`config.mk`:
```
export PLATFORM = sky130hd
export DESIGN_NAME = calc_sequencer
export DESIGN_NICKNAME = d
export VERILOG_FILES = /design/src/rtl/calc_pkg.sv /design/src/rtl/calc_timeout_counter.sv /design/src/rtl/calc_sequencer.sv
export SDC_FILE = /design/constraint.sdc
export NUM_CORES = 1
export LEC_CHECK = 0
export BUFFER_PORTS_ARGS = -buffer_cell sky130_fd_sc_hd__clkbuf_2
export CORE_MARGIN = 2
export CORE_UTILIZATION = 57
export CTS_CLUSTER_DIAMETER = 50
export DETAILED_ROUTE_END_ITERATION = 16
export PLACE_DENSITY = 0.86
export REMOVE_ABC_BUFFERS = 1
export SLEW_MARGIN = 15
export SYNTH_ARGS = -nofsm -noshare
export SYNTH_HDL_FRONTEND = slang
export SYNTH_SLANG_ARGS = --single-unit
```
`constraint.sdc`:
```
create_clock -name clk -period 5.7 [get_ports clk]
set_clock_uncertainty 0.2 [all_clocks]
set_input_delay 1.425 -clock clk [delete_from_list [all_inputs] [get_ports clk]]
set_output_delay 1.425 -clock clk [all_outputs]
set_load 0.01 [all_outputs]
```
`src/rtl/calc_pkg.sv`:
```
// ---------------------------------------------------------------------------
// calc_pkg
// Shared definitions for the calculator practice controller: the sequencer
// state encoding (also shown on the debug LEDs), operand/result byte counts
// and the flag pattern reported when the arithmetic unit times out.
// ---------------------------------------------------------------------------
package calc_pkg;

  // State encoding is visible on state_dbg, so the values are fixed.
  typedef enum logic [2:0] {
    LOAD_A = 3'd0,
    LOAD_B = 3'd1,
    START  = 3'd2,
    WAIT   = 3'd3,
    SHOW   = 3'd4
  } calc_state_t;

  localparam int BYTES_PER_OPERAND = 4;
  localparam int RESULT_BYTES      = 4;
  localparam int NBYTES            = 2 * BYTES_PER_OPERAND;

  // Reported in place of real flags when op_done never arrived.
  localparam logic [4:0] FLAGS_ERR = 5'b11111;

  // True while the operator is keying in operand bytes.
  function automatic logic is_loading(input calc_state_t s);
    return (s == LOAD_A) || (s == LOAD_B);
  endfunction

endpackage

```
`src/rtl/calc_timeout_counter.sv`:
```
// ---------------------------------------------------------------------------
// calc_timeout_counter
// Cycle counter used by the sequencer to bound its wait for op_done.
//
// Ports:
//   clk       in   system clock
//   reset     in   asynchronous, active-high reset (count -> 0)
//   clear     in   synchronous clear, has priority over enable
//   enable    in   count up by one on the next edge
//   terminal  out  high while the count equals TIMEOUT-1
// ---------------------------------------------------------------------------
module calc_timeout_counter #(
  parameter int TIMEOUT = 1024
) (
  input  logic clk,
  input  logic reset,
  input  logic clear,
  input  logic enable,
  output logic terminal
);

  localparam int CW = (TIMEOUT > 1) ? $clog2(TIMEOUT) : 1;
  localparam logic [CW-1:0] LAST = CW'(TIMEOUT - 1);

  logic [CW-1:0] count_q;
  logic [CW-1:0] count_d;

  // Clear wins over enable so a restart during a wait always starts fresh.
  always_comb begin
    count_d = count_q;
    if (clear) begin
      count_d = '0;
    end else if (enable) begin
      count_d = count_q + CW'(1);
    end
  end

  // Count register.
  always_ff @(posedge clk or posedge reset) begin
    if (reset) begin
      count_q <= '0;
    end else begin
      count_q <= count_d;
    end
  end

  assign terminal = (count_q == LAST);

endmodule

```
`src/rtl/calc_sequencer.sv`:
```
// ---------------------------------------------------------------------------
// calc_sequencer
// Top-level controller for the calculator practice datapath. Steps the
// operator through eight operand bytes (A = bytes 0-3, B = bytes 4-7),
// fires a one-cycle start at the arithmetic unit, waits for op_done with a
// timeout, latches the special-case flags and then walks the result display
// one byte per enter press.
//
// Ports:
//   clk              in   system clock
//   reset            in   asynchronous, active-high reset
//   enter_pulse      in   single-cycle debounced enter press
//   restart          in   single-cycle abort, back to operand entry
//   op_done          in   arithmetic completion (only looked at in WAIT)
//   op_flags[4:0]    in   special-case flags, valid with op_done
//   loaddata         out  high during operand entry
//   load_we          out  operand byte write strobe
//   byte_sel[2:0]    out  operand byte index (bit2 selects B)
//   op_start         out  one-cycle start to the arithmetic unit
//   result_sel[1:0]  out  result byte shown on the displays
//   inputdata_ready  out  high while the result is displayed
//   casesspecial[4:0] out latched special-case flags
//   err_timeout      out  sticky timeout indication
//   state_dbg[2:0]   out  current state for the debug LEDs
// ---------------------------------------------------------------------------
module calc_sequencer
  import calc_pkg::*;
#(
  parameter int TIMEOUT = 1024
) (
  input  logic       clk,
  input  logic       reset,
  input  logic       enter_pulse,
  input  logic       restart,
  input  logic       op_done,
  input  logic [4:0] op_flags,
  output logic       loaddata,
  output logic       load_we,
  output logic [2:0] byte_sel,
  output logic       op_start,
  output logic [1:0] result_sel,
  output logic       inputdata_ready,
  output logic [4:0] casesspecial,
  output logic       err_timeout,
  output logic [2:0] state_dbg
);

  localparam logic [2:0] LAST_A_BYTE = 3'(BYTES_PER_OPERAND - 1);
  localparam logic [2:0] LAST_BYTE   = 3'(NBYTES - 1);

  calc_state_t state_q, state_d;
  logic [2:0]  byte_cnt_q, byte_cnt_d;
  logic [1:0]  result_sel_q, result_sel_d;
  logic [4:0]  flags_q, flags_d;
  logic        err_q, err_d;

  logic timeout_clear;
  logic timeout_enable;
  logic timeout_hit;

  // The counter restarts from zero on the START cycle and only advances
  // while genuinely waiting, so its terminal count marks TIMEOUT wait cycles.
  assign timeout_clear  = restart || (state_q == START);
  assign timeout_enable = (state_q == WAIT) && !op_done;

  calc_timeout_counter #(
    .TIMEOUT (TIMEOUT)
  ) u_timeout (
    .clk      (clk),
    .reset    (reset),
    .clear    (timeout_clear),
    .enable   (timeout_enable),
    .terminal (timeout_hit)
  );

  // Next-state logic. restart overrides everything else on the same cycle;
  // enter presses outside entry/show have no effect and are not remembered.
  always_comb begin
    state_d      = state_q;
    byte_cnt_d   = byte_cnt_q;
    result_sel_d = result_sel_q;
    flags_d      = flags_q;
    err_d        = err_q;

    if (restart) begin
      state_d      = LOAD_A;
      byte_cnt_d   = '0;
      result_sel_d = '0;
      flags_d      = '0;
      err_d        = 1'b0;
    end else begin
      case (state_q)
        LOAD_A: begin
          if (enter_pulse) begin
            byte_cnt_d = byte_cnt_q + 3'd1;
            if (byte_cnt_q == LAST_A_BYTE) begin
              state_d = LOAD_B;
            end
          end
        end
        LOAD_B: begin
          if (enter_pulse) begin
            if (byte_cnt_q == LAST_BYTE) begin
              byte_cnt_d = '0;
              state_d    = START;
            end else begin
              byte_cnt_d = byte_cnt_q + 3'd1;
            end
          end
        end
        START: begin
          state_d = WAIT;
        end
        WAIT: begin
          // A completion on the terminal cycle still counts as success.
          if (op_done) begin
            flags_d      = op_flags;
            err_d        = 1'b0;
            result_sel_d = '0;
            state_d      = SHOW;
          end else if (timeout_hit) begin
            flags_d = FLAGS_ERR;
            err_d   = 1'b1;
            state_d = SHOW;
          end
        end
        SHOW: begin
          if (enter_pulse) begin
            result_sel_d = result_sel_q + 2'd1;
          end
        end
        default: begin
          state_d = LOAD_A;
        end
      endcase
    end
  end

  // All controller state lives in this one register block.
  always_ff @(posedge clk or posedge reset) begin
    if (reset) begin
      state_q      <= LOAD_A;
      byte_cnt_q   <= '0;
      result_sel_q <= '0;
      flags_q      <= '0;
      err_q        <= 1'b0;
    end else begin
      state_q      <= state_d;
      byte_cnt_q   <= byte_cnt_d;
      result_sel_q <= result_sel_d;
      flags_q      <= flags_d;
      err_q        <= err_d;
    end
  end

  // Output decode. load_we follows enter directly so the byte lands in the
  // same cycle as the press, but never on a cycle that is being aborted.
  always_comb begin
    loaddata        = is_loading(state_q);
    load_we         = is_loading(state_q) && enter_pulse && !restart;
    op_start        = (state_q == START);
    inputdata_ready = (state_q == SHOW);
  end

  assign byte_sel     = byte_cnt_q;
  assign result_sel   = result_sel_q;
  assign casesspecial = flags_q;
  assign err_timeout  = err_q;
  assign state_dbg    = state_q;

endmodule

```
==> results.yml <==
outcome:
  outcome: "finished clean"
power:
  leakage_uw: 0.000689
  peakVddDrop_mv: 0.169
  total_power_uw: 285
  p_per_area_nw_per_um2: 191
drt:
  initialDrtViolationCount: 25
  drc: 0
  wirelength_mm: 2.72
  post_drt_via_cell_ratio: 6.05
  drtPass1Iterations: 4
  routedWlPerCell_um: 14.8
  drtAntennaViolNets: 0
  vias: 1113
cells_and_area:
  layout.cells.non_filler: 184
  fin_nets: 171
  layout-drive-gt1-share_pct: 26.3
  area_growth_syn_to_layout_pct: 11.6
  fillers: 176
  regArea_um2: 601
  fin_area_um2: 1490
  num_antenna_cells: 0
  multi_input_area_um2: 647
die:
  die-area_um2: 2740
  core_um2: 2210
  die_y_um: 52.4
  die_width_um: 52.4
  num_rows: 17
  start_util_pct: 60.2
  num_io_pins: 28
sta:
  setup_viol: 0
  rsz0062_at_grt: "false"
  layout_min_cycle_time_ns: 3.87
  fmax_mhz: 259
  timing.setup.tns_ns: 0
  post-route-period-util_pct: 67.8
  finalMaxSlewViolations: 0
  max_slew_margin_pct: 40.7
  tightest_slew_ns: 0.888
  timing.final.hold_violations: 0
worst_hold_path:
  hold_path.class: "register to register"
placement:
  dp_hpwl_mm: 1.91
  place.gp.congestion: 0.762
  place_inst: 180
  port_buffers: 27
  placed_area_um2: 1450
global_routing:
  grt_pass1_wl_mm: 4.66
  grt_max_degree: 25
  antenna_found_initial: 0
  gr-total-overflow: 0
  grt_pass1_vias: 1094
  grtUsageTotal_pct: 23.1
setup_path:
  cp_cell_sequence: "clkbuf_2, nor3b_2, and2_1, clkbuf_2"
  slowest_stage: "nor3b_2"
  cp-end-kind: "output port"
  critical_path_class: "input port to output port"
  start_kind: "input port"
  cp.required_ns: 4.07
  critical_path.max_fanout: 6
  max_stage_delay_ns: 0.36
  crit_path_frequent_cell: "clkbuf_2"
  worstPathArrival_ns: 2.24
synth:
  ys_seq_elements: 24
  synth_top_area_cell: "dfrtp_1"
  yosysWarnings: 0
  synth.distinct_cells: 37
  avgSynthCellArea_um2: 9.94
  synth_top_area_share_pct: 45.1
  netlist_instances: 134
  syn_area_um2: 1330
  synth-seq-area-share_pct: 45.1
  synth.area.top_cells: "dfrtp_1 (45%), a211oi_2 (5.6%), nor2_1 (4.8%)"
clocking:
  cts_buffer_depth: 2
  cts_hold_buf: 0
  cts.repair.resized: 0
  post_cts_buffers: 0
  numCtsBuffers: 3
  clkTransAtPathRegs_ns: 0.13
  tritoncts: "yes"
  clk_latency_ns: 0.32
  cts_root_buf: "clkbuf_4"
  cts.sinks: 24
  cts-htree-levels: 1
flow_run:
  drv_cap: 0
## report_power, final
part           switching (uW)  total [uW]  internal (uW)
clock network            51.4        90.5           39.1
logic                    12.8        19.9           7.09
registers                2.06         174            172
## worst max-delay path, delay by kind of cell
kind                   cells  cell delay (ns)
buffers and inverters      2             0.26
and+or+nand+nor            2             0.55
## per-layer routing
layer	global-route usage (%)	share of wire [%]	wire length, um	vias to the layer above
met5	0	0	0	-
met4	11.1	1.8	50	0
met3	3.71	4.5	123	5
met2	39.8	49	1330	31
met1	28.0	45	1210	543
li1	-	-	-	534
## stage by stage
stage	setup WS [ns]	utilization, %	hold slack, ns
floorplan	2.15	-	0.317
global placement	1.87	65.6	0.329
detailed placement	1.85	65.6	0.334
CTS	1.84	67.3	0.352
global route	1.75	67.3	0.365
finish	1.83	67.3	0.354
## cell type report
type                       instances  share of cell area [%]
clock buffer                       4                    2.44
inverter                           9                    2.27
multi-input combinational         92                    43.5
sequential                        24                    40.4
tap                               28                    2.35
timing repair buffer              27                    9.08
## sequential cells by signal, indices dropped and copies added (netlist names)
| signal | count |
|---|---|
| state_dbg | 3 |
| err_timeout | 1 |
| u_timeout.count_q | 10 |
| casesspecial | 5 |
| byte_sel | 3 |
| result_sel | 2 |
## cells in the mapped netlist, drive strengths merged
cell type	instances
dfrtp	24
nor2	17
a21oi	11
inv	9
a211oi	8
nand3	7
o31ai	6
buf	5
or4	5
clkbuf	4
ha	4
mux2i	4
or3	4
nand4	3
o21ai	3
nand2	2
nand4b	2
nand4bb	2
nor3b	2
a2111o	1
a211o	1
a21o	1
and2	1
and4b	1
nand2b	1
nand3b	1
nor3	1
nor4	1
o211ai	1
or3b	1
xor2	1
## path summary, 6_finish.rpt
check / startpoint / to / slack [ns] / cells past startpoint
setup reg to reg: state_dbg[1]$_DFFE_PP0P_ / u_timeout.count_q[7]$_DFFE_PP0P_ / 3.30 / 3
min in group asynchronous: reset / casesspecial[2]$_DFFE_PP0P_ / 1.05 / 2
setup / recovery: enter_pulse / load_we / 1.83 / 4
hold / removal: err_timeout$_DFFE_PP0P_ / err_timeout$_DFFE_PP0P_ / 0.35 / 2
hold reg to reg: err_timeout$_DFFE_PP0P_ / err_timeout$_DFFE_PP0P_ / 0.35 / 2
max in group asynchronous: reset / u_timeout.count_q[5]$_DFFE_PP0P_ / 3.71 / 2
## kinds of logic (layout without fill, tap and decap cells)
logic type                 Yosys count  after routing  synth area share, %
buffers and inverters               18             40                 6.38
muxes                                4              4                 3.00
adders and majority gates            4              4                 3.76
xor gates and xnor gates             1              1                0.657
DFF                                 24             24                 45.1
and+or+nand+nor                     51             51                 23.1
AOI/OAI and AO/OA                   32             32                 18.0
## cells in the final DEF (no fill, tap or decap)
master	Yosys	layout
ha_1	4	4
and2_1	1	1
a21oi_1	11	11
nor3b_1	1	1
a2111o_1	1	1
nor3_1	1	1
o211ai_1	1	1
or3b_2	1	1
xor2_1	1	1
nand4_1	2	2
and4b_1	1	1
nand2_1	2	2
dfrtp_1	24	24
a211oi_2	6	6
nor4_1	1	1
clkbuf_2	0	27
clkbuf_4	0	3
a21o_1	1	1
nand3b_1	1	1
nand4bb_1	2	2
nor3b_2	1	1
nand2b_1	1	1
or4_1	4	4
a211oi_1	2	2
nand4b_1	2	2
or4_4	1	1
clkbuf_8	0	1
mux2i_1	4	4
o21ai_0	3	3
inv_1	9	9
a211o_1	1	1
o31ai_1	6	6
nor2_1	17	17
nand3_1	7	7
nand4_2	1	1
or3_1	4	4
Power figures use the tool's default switching activity.
